`src/rtl/vx_addr_bank_dispatch.sv`:
```
// Address-interleaved request dispatcher: routes each request to a bank selected by an
// address field, stripping that field, through a 2-entry FIFO per bank.
module vx_addr_bank_dispatch #(
    parameter int N         = 32,
    parameter int S         = 2,
    parameter int POS       = 0,
    parameter int TAG_WIDTH = 8,
    parameter int CNT_W     = 32,
    localparam int NUM_BANKS = 2 ** S,
    localparam int AW        = N - S
) (
    input  logic                           clk,
    input  logic                           reset,
    input  logic                           req_valid,
    input  logic [N-1:0]                   req_addr,
    input  logic [TAG_WIDTH-1:0]           req_tag,
    output logic                           req_ready,
    output logic [NUM_BANKS-1:0]           bank_valid,
    output logic [NUM_BANKS*AW-1:0]        bank_addr,
    output logic [NUM_BANKS*TAG_WIDTH-1:0] bank_tag,
    input  logic [NUM_BANKS-1:0]           bank_ready,
    output logic [CNT_W-1:0]               stall_count
);

    localparam int EW = AW + TAG_WIDTH;

    logic [S-1:0]         bank_idx;
    logic [AW-1:0]        strip_addr;
    logic [NUM_BANKS-1:0] bank_sel;
    logic [NUM_BANKS-1:0] full;
    logic                 accept;
    logic [EW-1:0]        entry;

    assign bank_idx = req_addr[POS +: S];

    // Bits below the select field stay put; bits above it shift down by S.
    always_comb begin
        strip_addr = '0;
        for (int i = 0; i < AW; i++) begin
            strip_addr[i] = (i < POS) ? req_addr[i] : req_addr[i + S];
        end
    end

    assign bank_sel  = NUM_BANKS'(1) << bank_idx;
    assign req_ready = ~full[bank_idx];
    assign accept    = req_valid & req_ready;
    assign entry     = {strip_addr, req_tag};

    for (genvar b = 0; b < NUM_BANKS; b++) begin : g_bank
        logic [EW-1:0] mem0;
        logic [EW-1:0] mem1;
        logic [EW-1:0] head;
        logic          rd_ptr;
        logic          wr_ptr;
        logic [1:0]    count;
        logic          enq;
        logic          deq;

        assign enq           = accept & bank_sel[b];
        assign deq           = (count != 2'd0) & bank_ready[b];
        assign full[b]       = count[1];
        assign bank_valid[b] = (count != 2'd0);
        assign head          = rd_ptr ? mem1 : mem0;

        assign bank_addr[b*AW +: AW]              = head[EW-1:TAG_WIDTH];
        assign bank_tag[b*TAG_WIDTH +: TAG_WIDTH] = head[TAG_WIDTH-1:0];

        always_ff @(posedge clk) begin
            if (reset) begin
                mem0   <= '0;
                mem1   <= '0;
                rd_ptr <= 1'b0;
                wr_ptr <= 1'b0;
                count  <= 2'd0;
            end else begin
                if (enq) begin
                    if (wr_ptr) mem1 <= entry;
                    else        mem0 <= entry;
                    wr_ptr <= ~wr_ptr;
                end
                if (deq) rd_ptr <= ~rd_ptr;
                case ({enq, deq})
                    2'b10:   count <= count + 2'd1;
                    2'b01:   count <= count - 2'd1;
                    default: count <= count;
                endcase
            end
        end
    end

    always_ff @(posedge clk) begin
        if (reset) begin
            stall_count <= '0;
        end else if (req_valid && !req_ready && (stall_count != {CNT_W{1'b1}})) begin
            stall_count <= stall_count + CNT_W'(1);
        end
    end

endmodule

```
`config.mk`:
```
export PLATFORM = sky130hd
export DESIGN_NAME = vx_addr_bank_dispatch
export DESIGN_NICKNAME = d
export VERILOG_FILES = /design/src/rtl/vx_addr_bank_dispatch.sv
export SDC_FILE = /design/constraint.sdc
export NUM_CORES = 1
export LEC_CHECK = 0
export ABC_AREA = 0
export ABC_CLOCK_PERIOD_IN_PS = 2400
export BUFFER_PORTS_ARGS = -buffer_cell sky130_fd_sc_hd__buf_4
export CAP_MARGIN = 20
export CORE_MARGIN = 2
export CORE_UTILIZATION = 57
export CTS_CLUSTER_DIAMETER = 120
export CTS_CLUSTER_SIZE = 30
export DETAILED_ROUTE_END_ITERATION = 7
export PLACE_DENSITY_LB_ADDON = 0.25
export SLEW_MARGIN = 20
export SYNTH_ARGS = -nofsm -noshare
export SYNTH_HDL_FRONTEND = slang
export SYNTH_SLANG_ARGS = --single-unit
export TNS_END_PERCENT = 50
```
`constraint.sdc`:
```
create_clock -name clk -period 2.4 [get_ports clk]
set_input_delay 0.6 -clock clk [delete_from_list [all_inputs] [get_ports clk]]
set_output_delay 0.6 -clock clk [all_outputs]
set_load 0.01 [all_outputs]
```
# == After elaboration in Yosys (flattened, before gate mapping) ==
# Cells that the tools add are included.
# word_totals
ff_bits,352
input_bits,47
output_inout_bits,189
# classes
n_bitwise,18
n_shift,1
order_cmp,1
mux,10
n_eq_ne,9
reduce_logical,18
addsub,9
# op_table
cell,n
38-bit 2-to-1 mux,4
"32-bit by 1-bit adder with 32-bit output, second input constant",1
"32-bit != test, second input constant",1
2-bit case mux with 2 select lines,4
2-bit AND reduction,8
2-bit nonzero test,8
1-bit bitwise AND,9
1-bit NOT,9
"2-bit by 1-bit adder with 2-bit output, second input constant",4
"2-bit by 1-bit equality test with 1-bit output, second input constant",4
"2-bit equality test, second input constant",4
"2-bit by 1-bit subtractor with 2-bit output, second input constant",4
"1-bit by 2-bit left shift with 4-bit output, first input constant",1
"2-bit by 3-bit less-than comparator with 1-bit output, second input constant",1
1-bit binary-select mux with 2-bit select,1
1-bit logical AND,2
1-bit 2-to-1 mux,1

# == Logic depth before layout (Yosys ltp) ==
# depth
ltp_word,7
depth_mapped,9
mapped_depth_nobuf,7

# == Worst setup path after synthesis ==
# Ideal clock, no wire load.
# synth_path
path_type,input to register
start,input port req_addr[0]
end,register g_bank[2].count[1]
t_required_ps,2330
t_arrival_ps,2007
slack_ps,323
n_path_buf,1
cell_stages,6
setup_time_ps,70
cell_sequence,nand2b_4 or3b_1 clkbuf_1 ha_1 or3_1 a21oi_1
# synth_via
elab_chain_cells,7
word_cells_on_any_way,10
cone_classes,2 x eq/ne; 1 x shift; 3 x mux; 3 x bitwise; 1 x reduce/logical
# synth_rtl
item,line_no,rtl
from (decl),15,"input logic [N-1:0] req_addr,"
1-bit binary-select mux with 2-bit select,45,assign req_ready = ~full[bank_idx];
1-bit 2-to-1 mux (not written as such),45,
1-bit NOT,45,
1-bit bitwise AND,46,assign accept = req_valid & req_ready;
1-bit bitwise AND (*),59,assign enq = accept & bank_sel[b];
2-bit by 1-bit equality test with 1-bit output or 2-bit equality test (tied branches),82,"case ({enq, deq})"
2-bit case mux with 2 select lines or 2-bit nonzero test (tied branches),n/a,
to (signal assigned),83,2'b10: count <= count + 2'd1;
to (signal assigned),84,2'b01: count <= count - 2'd1;
to (signal assigned),85,default: count <= count;
to (decl),55,logic [1:0] count;
# Every way passes the cells marked *; elsewhere a longest branch is shown, timed or not. The select of a mux whose other input is x is not followed.
# A chain may end at the register's enable or synchronous reset.

# == Final worst setup path ==
# layout_path
start,register g_bank[1].rd_ptr
end,output port bank_addr[41]
# layout_via
elab_chain_cells,1
# layout_rtl
item,line_no,rtl
from (decl),53,logic rd_ptr;
from (signal assigned),81,if (deq) rd_ptr <= ~rd_ptr;
38-bit 2-to-1 mux,63,assign head = rd_ptr ? mem1 : mem0;
to (decl),19,"output logic [NUM_BANKS*AW-1:0] bank_addr,"
# Every way passes these cells.

==> results <==
- The run finished with clean final reports.
- Max-cap violations in this run came to 0.
- After detailed routing, the average wire length per cell comes to 17.5 um.
- On the critical path, the stage with the largest delay is an instance of sky130_fd_sc_hd__dfxtp_4.
- The HPWL after detailed placement is about 26000 um.
- VDD sags by at most 0.485 mV.
- The synthesis-to-layout area growth is 16.1%.
- In the final layout, flip-flops and latches occupy 0.00705 mm2.
- The aggregate routed wire length is 39900 um.
- The effective utilization at floorplan is 57.5%.
- The DRC marker count from the first detailed-route iteration is 1148.
- The largest single stage delay on the critical path is 0.50 ns.
- The clock network is responsible for between 20% and 30% of the overall power.
- For the worst setup path, the data arrival time is 1.75 ns.
- Measured along the y axis, the die boundary spans about 170 um.
- In the layout the commonest cells are 629 x sky130_fd_sc_hd__nand2_1, 348 x sky130_fd_sc_hd__dfxtp_1, 315 x sky130_fd_sc_hd__a21oi_1.
- The worst min-delay path class is input pin to register.
- The congestion estimate from routability-driven global placement came to 0.811.
- The placeable core region is roughly 0.026 mm2.
- Yosys mapped the design onto 44 distinct sky130hd cell types.
- The critical path contains buffers and inverters numbering 2 combined.
- Once detail routing completed, the nets flagged for antenna violations numbered 0.
- The required time at the endpoint of the critical path is about 1.8 ns.
- After detailed routing, the number of vias per cell comes to about 5.5.
- The combinational cell fraction of total power is 15.2%.
- The routed via count is 12600.
- The launch instance of the worst min-delay path is req_addr[11].
- The largest net degree at the start of global routing is 98.
- The first element of the critical path is g_bank[1].rd_ptr.
- Setup repair after global routing left no endpoint under its margin.
- The post-route fraction of the period consumed by the critical path is 97.8%.
- The floorplan step defined a die boundary enclosing 0.0273 mm2.
- The width of the chip is 165 um.
- The first-pass GRT wire length is 62000 um.
- Global routing finished with a remaining overflow of 0.
- The critical-path maximum fanout is 17.
- At the pin with the least slew margin, the transition time is 0.560 ns.
- For this run, the number of standard cells in the final layout without fillers is 2279.
- The number of remaining DRC errors is 0.
- The relative contribution of sequential cells to total power is 57.4%.
- The number of nets in the synthesized netlist is 1860.
- Counting along the longest clock path gives a buffer depth of 3.
- The worst pin sits at a relative slew slack of 62.7%.
- Global routing consumed, over all layers together, 28.4% of the routing resources.
- The power density over the cells is 619 mW/mm2.
- The library cell used most frequently in the layout, excluding fill and tap cells, is sky130_fd_sc_hd__nand2_1.
- The initial antenna violation count is 0.
- The clock tree from TritonCTS is built.
- Once the clock tree was built, the setup fixing pass inserted 0 buffers.
- The count of buffers inserted at the top-level ports is 235.
- The proportion of synthesized flip-flops having asynchronous set or reset is 0%.
- The via count of the first global-routing pass is 11800.
- Once placement finished, the instance area stood at between 0.015 and 0.02 mm2.
- The clock insertion delay at the later pin of the skew report is 0.51 ns.
- The kind of capture point of the worst setup path is a primary output.
- Before antenna repair, the detailed router went through 5 iterations.
- The total power is 10700 uW.
- During I/O placement, the number of pins put on the boundary was approximately 240.
- The analysis attributes to net switching a power of 2800 uW.
- The clock skew after layout is 0.0129 ns.
- After floorplanning, the core was divided into 59 placement rows.
- Yosys printed 0 warnings.
- The time the final worst path needs with I/O delays and setup is 2.35 ns.
- The internal power of the cells totals 7870 uW.
- The fraction of the yosys area taken by sequential cells is 47.5%.
- The number of H-tree branching levels is 1.
- The setup violation total in the final timing report is 0.
- In the final timing run, aggregate negative setup slack is 0 ns.
- In this run the critical register-to-register path is launched from stall_count[21].
- The signal on the critical path passes through buf_12, mux2_2, buf_4.
- The cell area after layout is roughly 0.017 mm2.
- STA classifies the critical path startpoint as a register.
- The area of the multi-input gates is 0.00704 mm2.
- The total standard cell area after synthesis is 0.0148 mm2.
- After synthesis the netlist holds a flip-flop and latch count of ~350.
- The clock transition at the registers of the reported paths is 0.11 ns.
- The final hold violation count is 0.
- The tree is rooted in a sky130_fd_sc_hd__clkbuf_16.
- The number of enable flip-flop cells after synthesis is 0.
- The clock buffer count from CTS is 15.
- The number of hold-repair buffers added at the cts stage is 0.
- Summed over all cells, the static leakage comes to 0.00656 uW.
- Among cell families on the critical path, the largest total delay comes from flip-flops.
- The switching share of total power is 26.2%.
- The count of antenna diodes in the layout is 0.
- Measured on the finished design, the core utilization comes to between 60% and 70%.
- The most used flip-flop cell after synthesis is sky130_fd_sc_hd__dfxtp_1.
- Synthesis handed over a netlist of 1808 instances.
- The share of cells above drive strength 1 is between 20 and 30%.
- The setup path with the least slack is of type register to primary output.
- Clock tree synthesis found a total of roughly 350 sinks.
- After detailed placement, the design holds a cell count of ~2300.
- The number of slew-limit violations in the final report is 0.
- The average instance area after synthesis is 8.20 um2.
- The maximum clock frequency is around 430 MHz.
- Fill cells in the final layout number ~2200.
- After the last flow step, the layout net total stands at between 1500 and 2000.
[synthesized netlist by cell type (2+ instances only)]
master	count	share of area, %
sky130_fd_sc_hd__nand2_1	631	16
sky130_fd_sc_hd__dfxtp_1	352	48
sky130_fd_sc_hd__a21oi_1	315	11
sky130_fd_sc_hd__mux2_2	153	12
sky130_fd_sc_hd__clkbuf_1	87	2.2
sky130_fd_sc_hd__nor2_1	46	1.2
sky130_fd_sc_hd__buf_2	43	1.5
sky130_fd_sc_hd__xor2_1	26	1.5
sky130_fd_sc_hd__buf_4	19	0.96
sky130_fd_sc_hd__xnor2_1	14	0.83
sky130_fd_sc_hd__nand3_1	13	0.44
sky130_fd_sc_hd__nand4_1	11	0.46
sky130_fd_sc_hd__and2_1	10	0.42
sky130_fd_sc_hd__and3_1	9	0.38
sky130_fd_sc_hd__o21ai_0	7	0.24
sky130_fd_sc_hd__or3_1	7	0.30
sky130_fd_sc_hd__nor3_1	6	0.20
sky130_fd_sc_hd__o2111ai_1	6	0.35
sky130_fd_sc_hd__or2_2	6	0.25
sky130_fd_sc_hd__buf_1	5	0.13
sky130_fd_sc_hd__buf_6	5	0.38
sky130_fd_sc_hd__ha_1	5	0.42
sky130_fd_sc_hd__inv_1	5	0.13
sky130_fd_sc_hd__nand4_2	3	0.25
sky130_fd_sc_hd__and4_2	2	0.14
sky130_fd_sc_hd__mux2i_1	2	0.14
sky130_fd_sc_hd__nand2b_1	2	0.084
sky130_fd_sc_hd__nor4_4	2	0.29
[state kept, by name, summed over array words and instances (netlist names)]
signal and count:
g_bank.mem0 152, g_bank.wr_ptr 4, g_bank.rd_ptr 4, stall_count 32, g_bank.count 8, g_bank.mem1 152
[power by group through the flow]
| stage | Clock, uW | Combinational (uW) | Sequential, uW |
|---|---|---|---|
| after CTS | 2980 | 1610 | 6120 |
| after floorplan | 0 | 1030 | 6200 |
| after global routing | 3170 | 1730 | 6140 |
| final | 2930 | 1620 | 6120 |
| after detailed placement | 0 | 1600 | 6250 |
| after global placement | 0 | 1580 | 6240 |
[routing by layer]
metal | GRT usage, % | wire length [um] | vias up
li1 | - | - | 6183
met1 | 38.3 | 17100 | 5970
met2 | 46.5 | 18800 | 415
met3 | 4.85 | 2900 | 69
met4 | 9.05 | 1110 | 0
met5 | 0 | 0 | -
[repair_timing]
action,in CTS,in global routing
pin swaps,0,0
setup endpoints to repair,27,2
resized for setup,1,1
[worst register-to-register path: cells and delay by family (launching register included)]
kind	cells	cell delay (ns)
AOI/OAI and AO/OA	1	0.39
and+or+nand+nor	4	0.89
xor gates and xnor gates	1	0.16
DFF	1	0.48
[per-stage QoR]
stage | worst slack (ns) | hold WS, ns
global route | 0.00296 | 0.369
finish | 0.0526 | 0.375
CTS | 0.0242 | 0.365
detailed placement | 0.0901 | 0.443
floorplan | 0.323 | 0.431
global placement | 0.140 | 0.437
[worst paths after layout]
path	endpoint	slack [ns]	cells past startpoint
max	bank_addr[41]	0.05	3
min	g_bank[2].mem0[17]	0.38	3
max reg2reg	stall_count[20]	0.38	6
min reg2reg	g_bank[3].mem0[3]	0.46	2
[logic make-up after synthesis]
group	Yosys count	synth area share [%]
buffers and inverters	165	5.31
DFF	352	47.5
muxes	155	11.8
adders and majority gates	5	0.422
and+or+nand+nor	760	21.1
xor gates and xnor gates	40	2.36
AOI/OAI and AO/OA	331	11.6
[cell type report]
class | instances | area share [%]
clock buffers | 15 | 2.18
clock inverters | 1 | 0.0509
inverters | 5 | 0.109
multi-input cells | 1291 | 40.9
flip-flops and latches | 352 | 41.0
well taps | 335 | 2.44
repair buffers | 280 | 13.4
Note: power is estimated with default switching activity, not from simulation.
